**config.mk**
```make
export PLATFORM = sky130hd
export DESIGN_NAME = uc_ctrl_flat
export DESIGN_NICKNAME = d
export VERILOG_FILES = /design/src/rtl/microc_pkg.sv /design/src/rtl/uc_ctrl_if.sv /design/src/rtl/uc_decode.sv /design/src/rtl/uc_ctrl.sv /design/src/flat_wrapper.sv
export SDC_FILE = /design/constraint.sdc
export NUM_CORES = 1
export LEC_CHECK = 0
export CORE_ASPECT_RATIO = 1.75
export CORE_MARGIN = 4
export CORE_UTILIZATION = 35
export CTS_CLUSTER_SIZE = 10
export DETAILED_ROUTE_END_ITERATION = 10
export PLACE_DENSITY = 0.59
export SLEW_MARGIN = 20
export SYNTH_ARGS = -nofsm -noshare
export SYNTH_HDL_FRONTEND = slang
export SYNTH_HIERARCHICAL = 1
export SYNTH_SLANG_ARGS = --single-unit
```
**constraint.sdc**
```tcl
create_clock -name clk -period 2.3 [get_ports clk]
set_input_delay 0.345 -clock clk [delete_from_list [all_inputs] [get_ports clk]]
set_output_delay 0.345 -clock clk [all_outputs]
set_load 0.01 [all_outputs]
```
**src/rtl/microc_pkg.sv**
```systemverilog
// Shared definitions for the microc sequencing control unit: instruction
// class codes, ALU op codes, FSM states and the datapath control bundle.
package microc_pkg;

   // Instruction classes, Opcode[5:3]
   localparam logic [2:0] CL_ALU  = 3'b000;
   localparam logic [2:0] CL_ALUI = 3'b001;
   localparam logic [2:0] CL_LI   = 3'b010;
   localparam logic [2:0] CL_JMP  = 3'b011;
   localparam logic [2:0] CL_JZ   = 3'b100;
   localparam logic [2:0] CL_JNZ  = 3'b101;
   localparam logic [2:0] CL_NOP  = 3'b110;
   localparam logic [2:0] CL_HALT = 3'b111;

   // ALU op codes
   localparam logic [2:0] OP_PASS = 3'b000;
   localparam logic [2:0] OP_ADD  = 3'b010;
   localparam logic [2:0] OP_SUB  = 3'b011;

   typedef enum logic [1:0] {
      ST_IDLE   = 2'd0,
      ST_RUN    = 2'd1,
      ST_STEP   = 2'd2,
      ST_HALTED = 2'd3
   } state_t;

   typedef struct packed {
      logic       s_inc;
      logic       s_inm;
      logic       we;
      logic       wez;
      logic [2:0] op;
      logic       pc_en;
   } ctrl_t;

   // Controls of an executing cycle before the class decode refines them
   localparam ctrl_t CTRL_EXEC = '{s_inc: 1'b1, s_inm: 1'b0, we: 1'b0,
                                   wez: 1'b0, op: OP_PASS, pc_en: 1'b1};
   // Controls of a non-executing cycle (IDLE, HALTED, reset)
   localparam ctrl_t CTRL_IDLE = '{s_inc: 1'b1, s_inm: 1'b0, we: 1'b0,
                                   wez: 1'b0, op: OP_PASS, pc_en: 1'b0};

endpackage

```
**src/rtl/uc_ctrl_if.sv**
```systemverilog
// Control-unit bus: instruction/flag/run inputs toward the controller and
// the decoded datapath controls plus status back out.
interface uc_ctrl_if #(parameter int CNT_W = 16);
   logic [5:0]       Opcode;
   logic             z;
   logic             run;
   logic             step_req;
   logic             s_inc;
   logic             s_inm;
   logic             we;
   logic             wez;
   logic [2:0]       Op;
   logic             pc_en;
   logic             halted;
   logic             step_ack;
   logic [CNT_W-1:0] instr_cnt;

   // CPU top / bench side
   modport master (
      output Opcode, z, run, step_req,
      input  s_inc, s_inm, we, wez, Op, pc_en, halted, step_ack, instr_cnt
   );

   // Controller side
   modport slave (
      input  Opcode, z, run, step_req,
      output s_inc, s_inm, we, wez, Op, pc_en, halted, step_ack, instr_cnt
   );
endinterface

```
**src/rtl/uc_decode.sv**
```systemverilog
// Combinational opcode decode into the datapath control bundle, assuming
// the cycle is executing; the caller gates it for idle states.
module uc_decode
   import microc_pkg::*;
(
   input  logic [5:0] Opcode,
   input  logic       z,
   output ctrl_t      ctrl
);

   // Class decode on top of the executing-cycle defaults
   always_comb begin
      ctrl = CTRL_EXEC;
      case (Opcode[5:3])
         CL_ALU: begin
            ctrl.we  = 1'b1;
            ctrl.wez = 1'b1;
            ctrl.op  = Opcode[2:0];
         end
         CL_ALUI: begin
            ctrl.we    = 1'b1;
            ctrl.wez   = 1'b1;
            ctrl.s_inm = 1'b1;
            ctrl.op    = Opcode[2:0];
         end
         CL_LI: begin
            ctrl.we    = 1'b1;
            ctrl.s_inm = 1'b1;
         end
         CL_JMP:  ctrl.s_inc = 1'b0;
         // z is the flag from the previous instruction, never this cycle's
         CL_JZ:   ctrl.s_inc = ~z;
         CL_JNZ:  ctrl.s_inc = z;
         CL_HALT: ctrl.pc_en = 1'b0;
         default: ;
      endcase
   end

endmodule

```
**src/rtl/uc_ctrl.sv**
```systemverilog
// microc sequencing control: run/step/halt FSM, step edge detector,
// saturating retired-instruction counter, and gating of decoded controls.
module uc_ctrl
   import microc_pkg::*;
#(
   parameter int CNT_W = 16
) (
   input  logic     clk,
   input  logic     reset,
   uc_ctrl_if.slave bus
);

   state_t           state;
   logic             step_q;
   logic             halted_q;
   logic             ack_q;
   logic [CNT_W-1:0] cnt;
   ctrl_t            dec;
   ctrl_t            ctrl;
   logic             exec;
   logic             is_halt;
   logic             step_edge;

   uc_decode u_dec (
      .Opcode (bus.Opcode),
      .z      (bus.z),
      .ctrl   (dec)
   );

   assign exec      = (state == ST_RUN) || (state == ST_STEP);
   assign is_halt   = (bus.Opcode[5:3] == CL_HALT);
   assign step_edge = bus.step_req & ~step_q;
   // Gated from the state register so an async reset clears writes at once
   assign ctrl      = exec ? dec : CTRL_IDLE;

   // Execution FSM with registered halted/step_ack and step edge capture
   always_ff @(posedge clk or negedge reset) begin
      if (!reset) begin
         state    <= ST_IDLE;
         step_q   <= 1'b0;
         halted_q <= 1'b0;
         ack_q    <= 1'b0;
      end else begin
         step_q <= bus.step_req;
         ack_q  <= 1'b0;
         case (state)
            ST_IDLE: begin
               if (bus.run) begin
                  state <= ST_RUN;
               end else if (step_edge) begin
                  state <= ST_STEP;
                  ack_q <= 1'b1;
               end
            end
            ST_RUN: begin
               if (is_halt) begin
                  state    <= ST_HALTED;
                  halted_q <= 1'b1;
               end else if (!bus.run) begin
                  state <= ST_IDLE;
               end
            end
            ST_STEP: begin
               if (is_halt) begin
                  state    <= ST_HALTED;
                  halted_q <= 1'b1;
               end else begin
                  state <= ST_IDLE;
               end
            end
            default: ;  // HALTED is left only through reset
         endcase
      end
   end

   // Retired-instruction count, saturating at all-ones
   always_ff @(posedge clk or negedge reset) begin
      if (!reset)
         cnt <= '0;
      else if (exec && (cnt != {CNT_W{1'b1}}))
         cnt <= cnt + 1'b1;
   end

   assign bus.s_inc     = ctrl.s_inc;
   assign bus.s_inm     = ctrl.s_inm;
   assign bus.we        = ctrl.we;
   assign bus.wez       = ctrl.wez;
   assign bus.Op        = ctrl.op;
   assign bus.pc_en     = ctrl.pc_en;
   assign bus.halted    = halted_q;
   assign bus.step_ack  = ack_q;
   assign bus.instr_cnt = cnt;

endmodule

```
**src/flat_wrapper.sv**
```systemverilog
// flat-port wrapper written by rule: the top's interface ports become plain ports
module uc_ctrl_flat import microc_pkg::*;
#(
   parameter int CNT_W = 16
)
  (clk, reset, bus_Opcode, bus_z, bus_run, bus_step_req, bus_s_inc, bus_s_inm, bus_we, bus_wez, bus_Op, bus_pc_en, bus_halted, bus_step_ack, bus_instr_cnt);
  uc_ctrl_if #(.CNT_W(CNT_W)) bus_i ();
  input  logic clk;
  input  logic reset;
  input wire logic [$bits(bus_i.Opcode)-1:0] bus_Opcode;
  input wire logic [$bits(bus_i.z)-1:0] bus_z;
  input wire logic [$bits(bus_i.run)-1:0] bus_run;
  input wire logic [$bits(bus_i.step_req)-1:0] bus_step_req;
  output wire logic [$bits(bus_i.s_inc)-1:0] bus_s_inc;
  output wire logic [$bits(bus_i.s_inm)-1:0] bus_s_inm;
  output wire logic [$bits(bus_i.we)-1:0] bus_we;
  output wire logic [$bits(bus_i.wez)-1:0] bus_wez;
  output wire logic [$bits(bus_i.Op)-1:0] bus_Op;
  output wire logic [$bits(bus_i.pc_en)-1:0] bus_pc_en;
  output wire logic [$bits(bus_i.halted)-1:0] bus_halted;
  output wire logic [$bits(bus_i.step_ack)-1:0] bus_step_ack;
  output wire logic [$bits(bus_i.instr_cnt)-1:0] bus_instr_cnt;
  assign bus_i.Opcode = bus_Opcode;
  assign bus_i.z = bus_z;
  assign bus_i.run = bus_run;
  assign bus_i.step_req = bus_step_req;
  assign bus_s_inc = bus_i.s_inc;
  assign bus_s_inm = bus_i.s_inm;
  assign bus_we = bus_i.we;
  assign bus_wez = bus_i.wez;
  assign bus_Op = bus_i.Op;
  assign bus_pc_en = bus_i.pc_en;
  assign bus_halted = bus_i.halted;
  assign bus_step_ack = bus_i.step_ack;
  assign bus_instr_cnt = bus_i.instr_cnt;
  uc_ctrl #(.CNT_W(CNT_W)) u_core (.clk(clk), .reset(reset), .bus(bus_i));
endmodule
```
Word-level counts from Yosys, hierarchy flattened

Index checks and enable logic that the tools add are counted.

Flip-flop bits (word level): 21
Latch bits: 0
RAM bits: 0
Memory bits (read-only): 0
Input bits: 11
Word-level logic and storage cells: 46
Memories: 0

Add/sub/neg operators: 1
$mul: 0
Divide/modulo/power cells: 0
Order comparisons: 0
Equality and inequality tests: 11
Shift-type cells: 0
Muxes and demuxes: 15
Bitwise gates (word level): 3
Reduce and logical (&&, ||, !) cells: 11

Operator list:

| cell                    | count |
|---|---|
| $add A16 B1 Y16 const B | 1 |
| $ne A16 B16 Y1 const B  | 1 |
| $mux W2                 | 5 |
| $eq A3 B3 Y1 const B    | 3 |
| $mux W8                 | 1 |
| $eq A3 B2 Y1 const B    | 2 |
| $mux W1                 | 6 |
| $ne A3 B2 Y1 const B    | 2 |
| $pmux W2 S3             | 1 |
| $reduce_or A2 Y1        | 3 |
| $mux W4                 | 1 |
| $eq A3 B1 Y1 const B    | 1 |
| $logic_not A3 Y1        | 1 |
| $pmux W1 S3             | 1 |
| $reduce_and A3 Y1       | 1 |
| $reduce_bool A3 Y1      | 1 |
| $reduce_or A3 Y1        | 1 |
| $eq A2 B1 Y1 const B    | 1 |
| $eq A2 B2 Y1 const B    | 1 |
| $logic_not A2 Y1        | 1 |
| $not A1 Y1              | 2 |
| $reduce_and A2 Y1       | 1 |
| $and A1 B1 Y1           | 1 |
| $logic_and A1 B1 Y1     | 1 |
| $logic_or A1 B1 Y1      | 1 |

Logic depth before layout (Yosys ltp)

Word-level depth: 5
Depth in mapped cells: 6
Mapped depth without buffers: 6

Cells and area by module

The synthesis kept the hierarchy.

By module, submodules not included:

| module    | times used | cells each | area each (µm²) | seq. area each (µm²) |
|---|---|---|---|---|
| uc_ctrl   | 1          | 109        | 1113.6          | 525.5 |
| uc_decode | 1          | 12         | 72.6            | 0.0 |

Least setup slack after synthesis

Ideal clock, no wire load.

Kind: register to register
From: reg u_core.cnt[8] (netlist: u_core/bus.instr_cnt[8])
To: reg u_core.cnt[1] (netlist: u_core/bus.instr_cnt[1])
Library setup time: 0.125 ns
Data arrival time: 1.583 ns
Data required time: 2.175 ns
Setup slack: 0.591 ns
Cell stages (with the launch flop): 5
Cell sequence: dfrtp_1 -> nand4_4 -> or4_4 -> nand2_4 -> mux2_4

Word-level cells in the longest chain between the ends: 2

RTL lines:

| element                | RTL line      | source |
|---|---|---|
| from (decl)            | uc_ctrl.sv:17 | `logic [CNT_W-1:0] cnt;` |
| from (signal assigned) | uc_ctrl.sv:81 | `cnt <= cnt + 1'b1;` |
| $ne A16 B16 Y1         | uc_ctrl.sv:80 | `else if (exec && (cnt != {CNT_W{1'b1}}))` |
| $logic_and A1 B1 Y1    | uc_ctrl.sv:80 |  |

No other way between the ends.
A chain may end at the register's enable or synchronous reset.

==> run summary <==
=======================================================================================
Area growth syn-to-layout                                                         41.5%
Largest net degree at the start of global routing                                    22
Maximum level of the CTS H-tree                                                       1
Net count after synthesis                                                           136
Overflow left after global routing                                                    0
Via count of the first global-routing pass                                         1054
Post-DP HPWL                                                                    2190 um
Power Dens Cells                                                            953 nW/um^2
First-pass iteration count of the detailed router                                     5
Share of the clock period used by the worst path after layout                     96.3%
Most frequent cell on the critical path                                    sky130_fd_sc_hd__clkdlybuf4s50_1
Remaining antenna violation count                                                     0
Final-stage net count                                                               179
Die width                                                                       52.0 um
Post-cts gate resize count                                                            0
Critical path, cell by cell                                                clkdlybuf4s50_1 -> xor2_1 -> a31oi_1 -> nand2b_1 -> clkdlybuf4s50_1
Syn_area_per_cell                                                            9.80 sq um
Register-to-Register Setup Slack                                                 390 ps
Final setup viols                                                                     0
Total number of vias                                                               1035
Setup repair after global routing missed its margin                                  no
Standby leakage power                                                          0.755 nW
Hold buffer count at CTS                                                              0
Achievable frequency                                                            452 MHz
Most used flip-flop cell after synthesis                                   sky130_fd_sc_hd__dfrtp_1
Yosys cell types                                                                     31
Min Tclk post-route                                                             2210 ps
Endpoint of the lowest-slack register-to-register path                     u_core/bus.instr_cnt[9]
Die Y-Extent                                                                    85.0 um
Final standard cell count with taps included and fillers excluded                   206
Slowest stage delay, CP                                                          540 ps
Clk Latency, worst-skew pair                                                     260 ps
Worst max-slew margin expressed relative to the limit                             64.4%
Worst supply voltage drop on vdd                                               0.520 mV
Diodes inserted                                                                       0
Maximum net fanout on the critical path                                               6
Final core utilization                                                            52.3%
Row cnt                                                                              27
Crit Reg-Reg Startpoint                                                    u_core/state[0]
Worst-path clk slew                                                               80 ps
Number of instances in the synthesized netlist                                      121
Arrival time worst endpoint                                                     1870 ps
Max Clock Skew                                                                  6.35 ps
Endpoints failing hold                                                                0
Number of violations reported at the end of detailed-routing iteration 0             14
Core region area                                                             3210 sq um
Hold/Removal Path Class                                                     in -> async
Number of remaining DRC errors                                                        0
Setup crit end kind                                                          output pin
Status                                                                     finished clean
Post-synth EDFFs                                                                      0
Seq cells post-synth                                                                 21
Required arrival time at the worst endpoint                                     1960 ps
Seq/Total Area, Yosys                                                             44.3%
Clock tree root driver cell                                                sky130_fd_sc_hd__clkbuf_8
Worst Tran Pin Value                                                             529 ps
Proportion of synthesized flip-flops having asynchronous set or reset              100%
Launching element type of the critical path                                   input pin
Routed WL                                                                       2780 um
Summed negative setup slack over all endpoints                                     0 ps
Cell Area, Synth                                                             1190 sq um
Total clock buffers created by CTS                                                    3
Register-to-Register Path Depth                                                       7
Vias/cell                                                                          5.02
Boundary pin count                                                                   37
Number of synthesis warnings                                                          6
Setup Crit Path Kind                                                          in -> out
Routability-driven placement congestion ratio                                     0.865
Total of max-cap violations                                                           0
TritonCTS clock tree                                                               done
Worst hold-check slack                                                           418 ps
All-layer global routing usage                                                    14.3%
Die Outline Area                                                             4420 sq um
Wire per inst                                                                   13.5 um
Port Buf Inserts                                                                     36
Layout cells sized above 1                                                        9.82%
CP max stage cell                                                          sky130_fd_sc_hd__clkdlybuf4s50_1
Starting Density                                                                  37.0%
Buffers inserted during post-CTS setup optimization                                   0
Number of antenna violations at the first check in global routing                     0
Max Root-Sink Buffers                                                                 2
First-pass GRT wire length                                                      4770 um
Final count of pins violating max slew                                                0
Count of clock tree sinks                                                            21
Placed insts                                                                        202
=======================================================================================
## synthesized netlist by cell type (2+ instances only)
library cell,n,area (sq um)
sky130_fd_sc_hd__nor4_1,2,12.5
sky130_fd_sc_hd__a31oi_1,2,12.5
sky130_fd_sc_hd__ha_1,4,50.1
sky130_fd_sc_hd__inv_1,5,18.8
sky130_fd_sc_hd__nand2b_1,3,18.8
sky130_fd_sc_hd__xnor2_1,4,35.0
sky130_fd_sc_hd__o21ai_0,7,35.0
sky130_fd_sc_hd__a22o_1,2,17.5
sky130_fd_sc_hd__nand4_1,3,18.8
sky130_fd_sc_hd__and4_1,2,17.5
sky130_fd_sc_hd__xor2_1,8,70.1
sky130_fd_sc_hd__a21oi_1,3,15.0
sky130_fd_sc_hd__nor2_1,9,33.8
sky130_fd_sc_hd__and2_1,10,62.6
sky130_fd_sc_hd__and3_1,4,25.0
sky130_fd_sc_hd__nand2_1,11,41.3
sky130_fd_sc_hd__nand3_1,5,25.0
sky130_fd_sc_hd__dfrtp_1,21,526
sky130_fd_sc_hd__nor3_1,4,20.0
## cells by family (layout without fill, tap and decap cells)
kind of cell,Yosys count,after routing,synth area share (%)
DFF,21,21,44.3
buffers and inverters,6,48,1.90
AOI/OAI and AO/OA,15,15,7.49
muxes,2,2,2.21
xor gates and xnor gates,12,12,8.86
and+or+nand+nor,61,61,31.0
adders and majority gates,4,4,4.22
## power by group
group | internal (mW) | switching [mW] | total, mW
clock | 0.121 | 0.121 | 0.242
combinational | 0.436 | 0.346 | 0.782
sequential | 0.461 | 0.114 | 0.575
## how the worst max path moves through the flow
stage | start | to | slack (ps) | cells past startpoint
finish | bus_Opcode[3] | bus_s_inc | 90 | 5
global route | bus_Opcode[4] | bus_Op[1] | 20 | 5
CTS | u_core/state[0] | bus_Op[1] | 6 | 4
detailed placement | bus_Opcode[3] | bus_s_inc | 80 | 5
global placement | bus_Opcode[3] | bus_s_inc | 60 | 5
floorplan | u_core/bus.instr_cnt[8] | u_core/bus.instr_cnt[1] | 590 | 4
## worst max-delay path: cells and delay by family
family                 cells  cell delay [ps]
buffers and inverters      2             1050
XOR/XNOR                   1              200
AO/OA/AOI/OAI              1              160
AND/OR/NAND/NOR            1              110
## state kept, by name, summed over array words and instances, names as in the netlist
register	flops
u_core/bus.halted	1
u_core/bus.instr_cnt	16
u_core/bus.step_ack	1
u_core/state	2
u_core/step_q	1
## placed cells by master (no fill, tap or decap), types with 2 or more instances in the layout
| cell | n |
|---|---|
| sky130_fd_sc_hd__a21oi_1 | 3 |
| sky130_fd_sc_hd__a22o_1 | 2 |
| sky130_fd_sc_hd__a31oi_1 | 2 |
| sky130_fd_sc_hd__and2_1 | 10 |
| sky130_fd_sc_hd__and3_1 | 4 |
| sky130_fd_sc_hd__and4_1 | 2 |
| sky130_fd_sc_hd__buf_4 | 3 |
| sky130_fd_sc_hd__clkbuf_8 | 3 |
| sky130_fd_sc_hd__clkdlybuf4s50_1 | 36 |
| sky130_fd_sc_hd__dfrtp_1 | 21 |
| sky130_fd_sc_hd__ha_1 | 3 |
| sky130_fd_sc_hd__inv_1 | 5 |
| sky130_fd_sc_hd__nand2_1 | 11 |
| sky130_fd_sc_hd__nand2b_1 | 3 |
| sky130_fd_sc_hd__nand3_1 | 5 |
| sky130_fd_sc_hd__nand4_1 | 3 |
| sky130_fd_sc_hd__nor2_1 | 9 |
| sky130_fd_sc_hd__nor3_1 | 4 |
| sky130_fd_sc_hd__nor4_1 | 2 |
| sky130_fd_sc_hd__o21ai_0 | 7 |
| sky130_fd_sc_hd__xnor2_1 | 4 |
| sky130_fd_sc_hd__xor2_1 | 8 |
## cell type report
cell class | instances | area, sq um
clock buffers | 3 | 41.3
fillers | 297 | 1530
flip-flops and latches | 21 | 526
well taps | 43 | 53.8
repair buffers | 39 | 383
clock inverters | 1 | 5.00
inverters | 5 | 18.8
multi-input cells | 94 | 651
## per-stage QoR
step / total power, mW / area (sq um) / setup WS (ps)
after floorplan: 0.971 / 1190 / 591
after global placement: 1.32 / 1620 / 56.2
after detailed placement: 1.34 / 1620 / 76.5
after CTS: 1.60 / 1670 / 5.71
after global routing: 1.74 / 1680 / 17.6
final: 1.60 / 1680 / 85.9
## routing by layer
layer  GRT usage (%)  up-vias  routed length, um
met5               0        -                  0
met4            8.11        0                 65
met3            4.39        6                226
met2            24.1       39               1420
met1            15.2      481               1080
li1                -      509                  -
(Power assumes the default switching activity.)
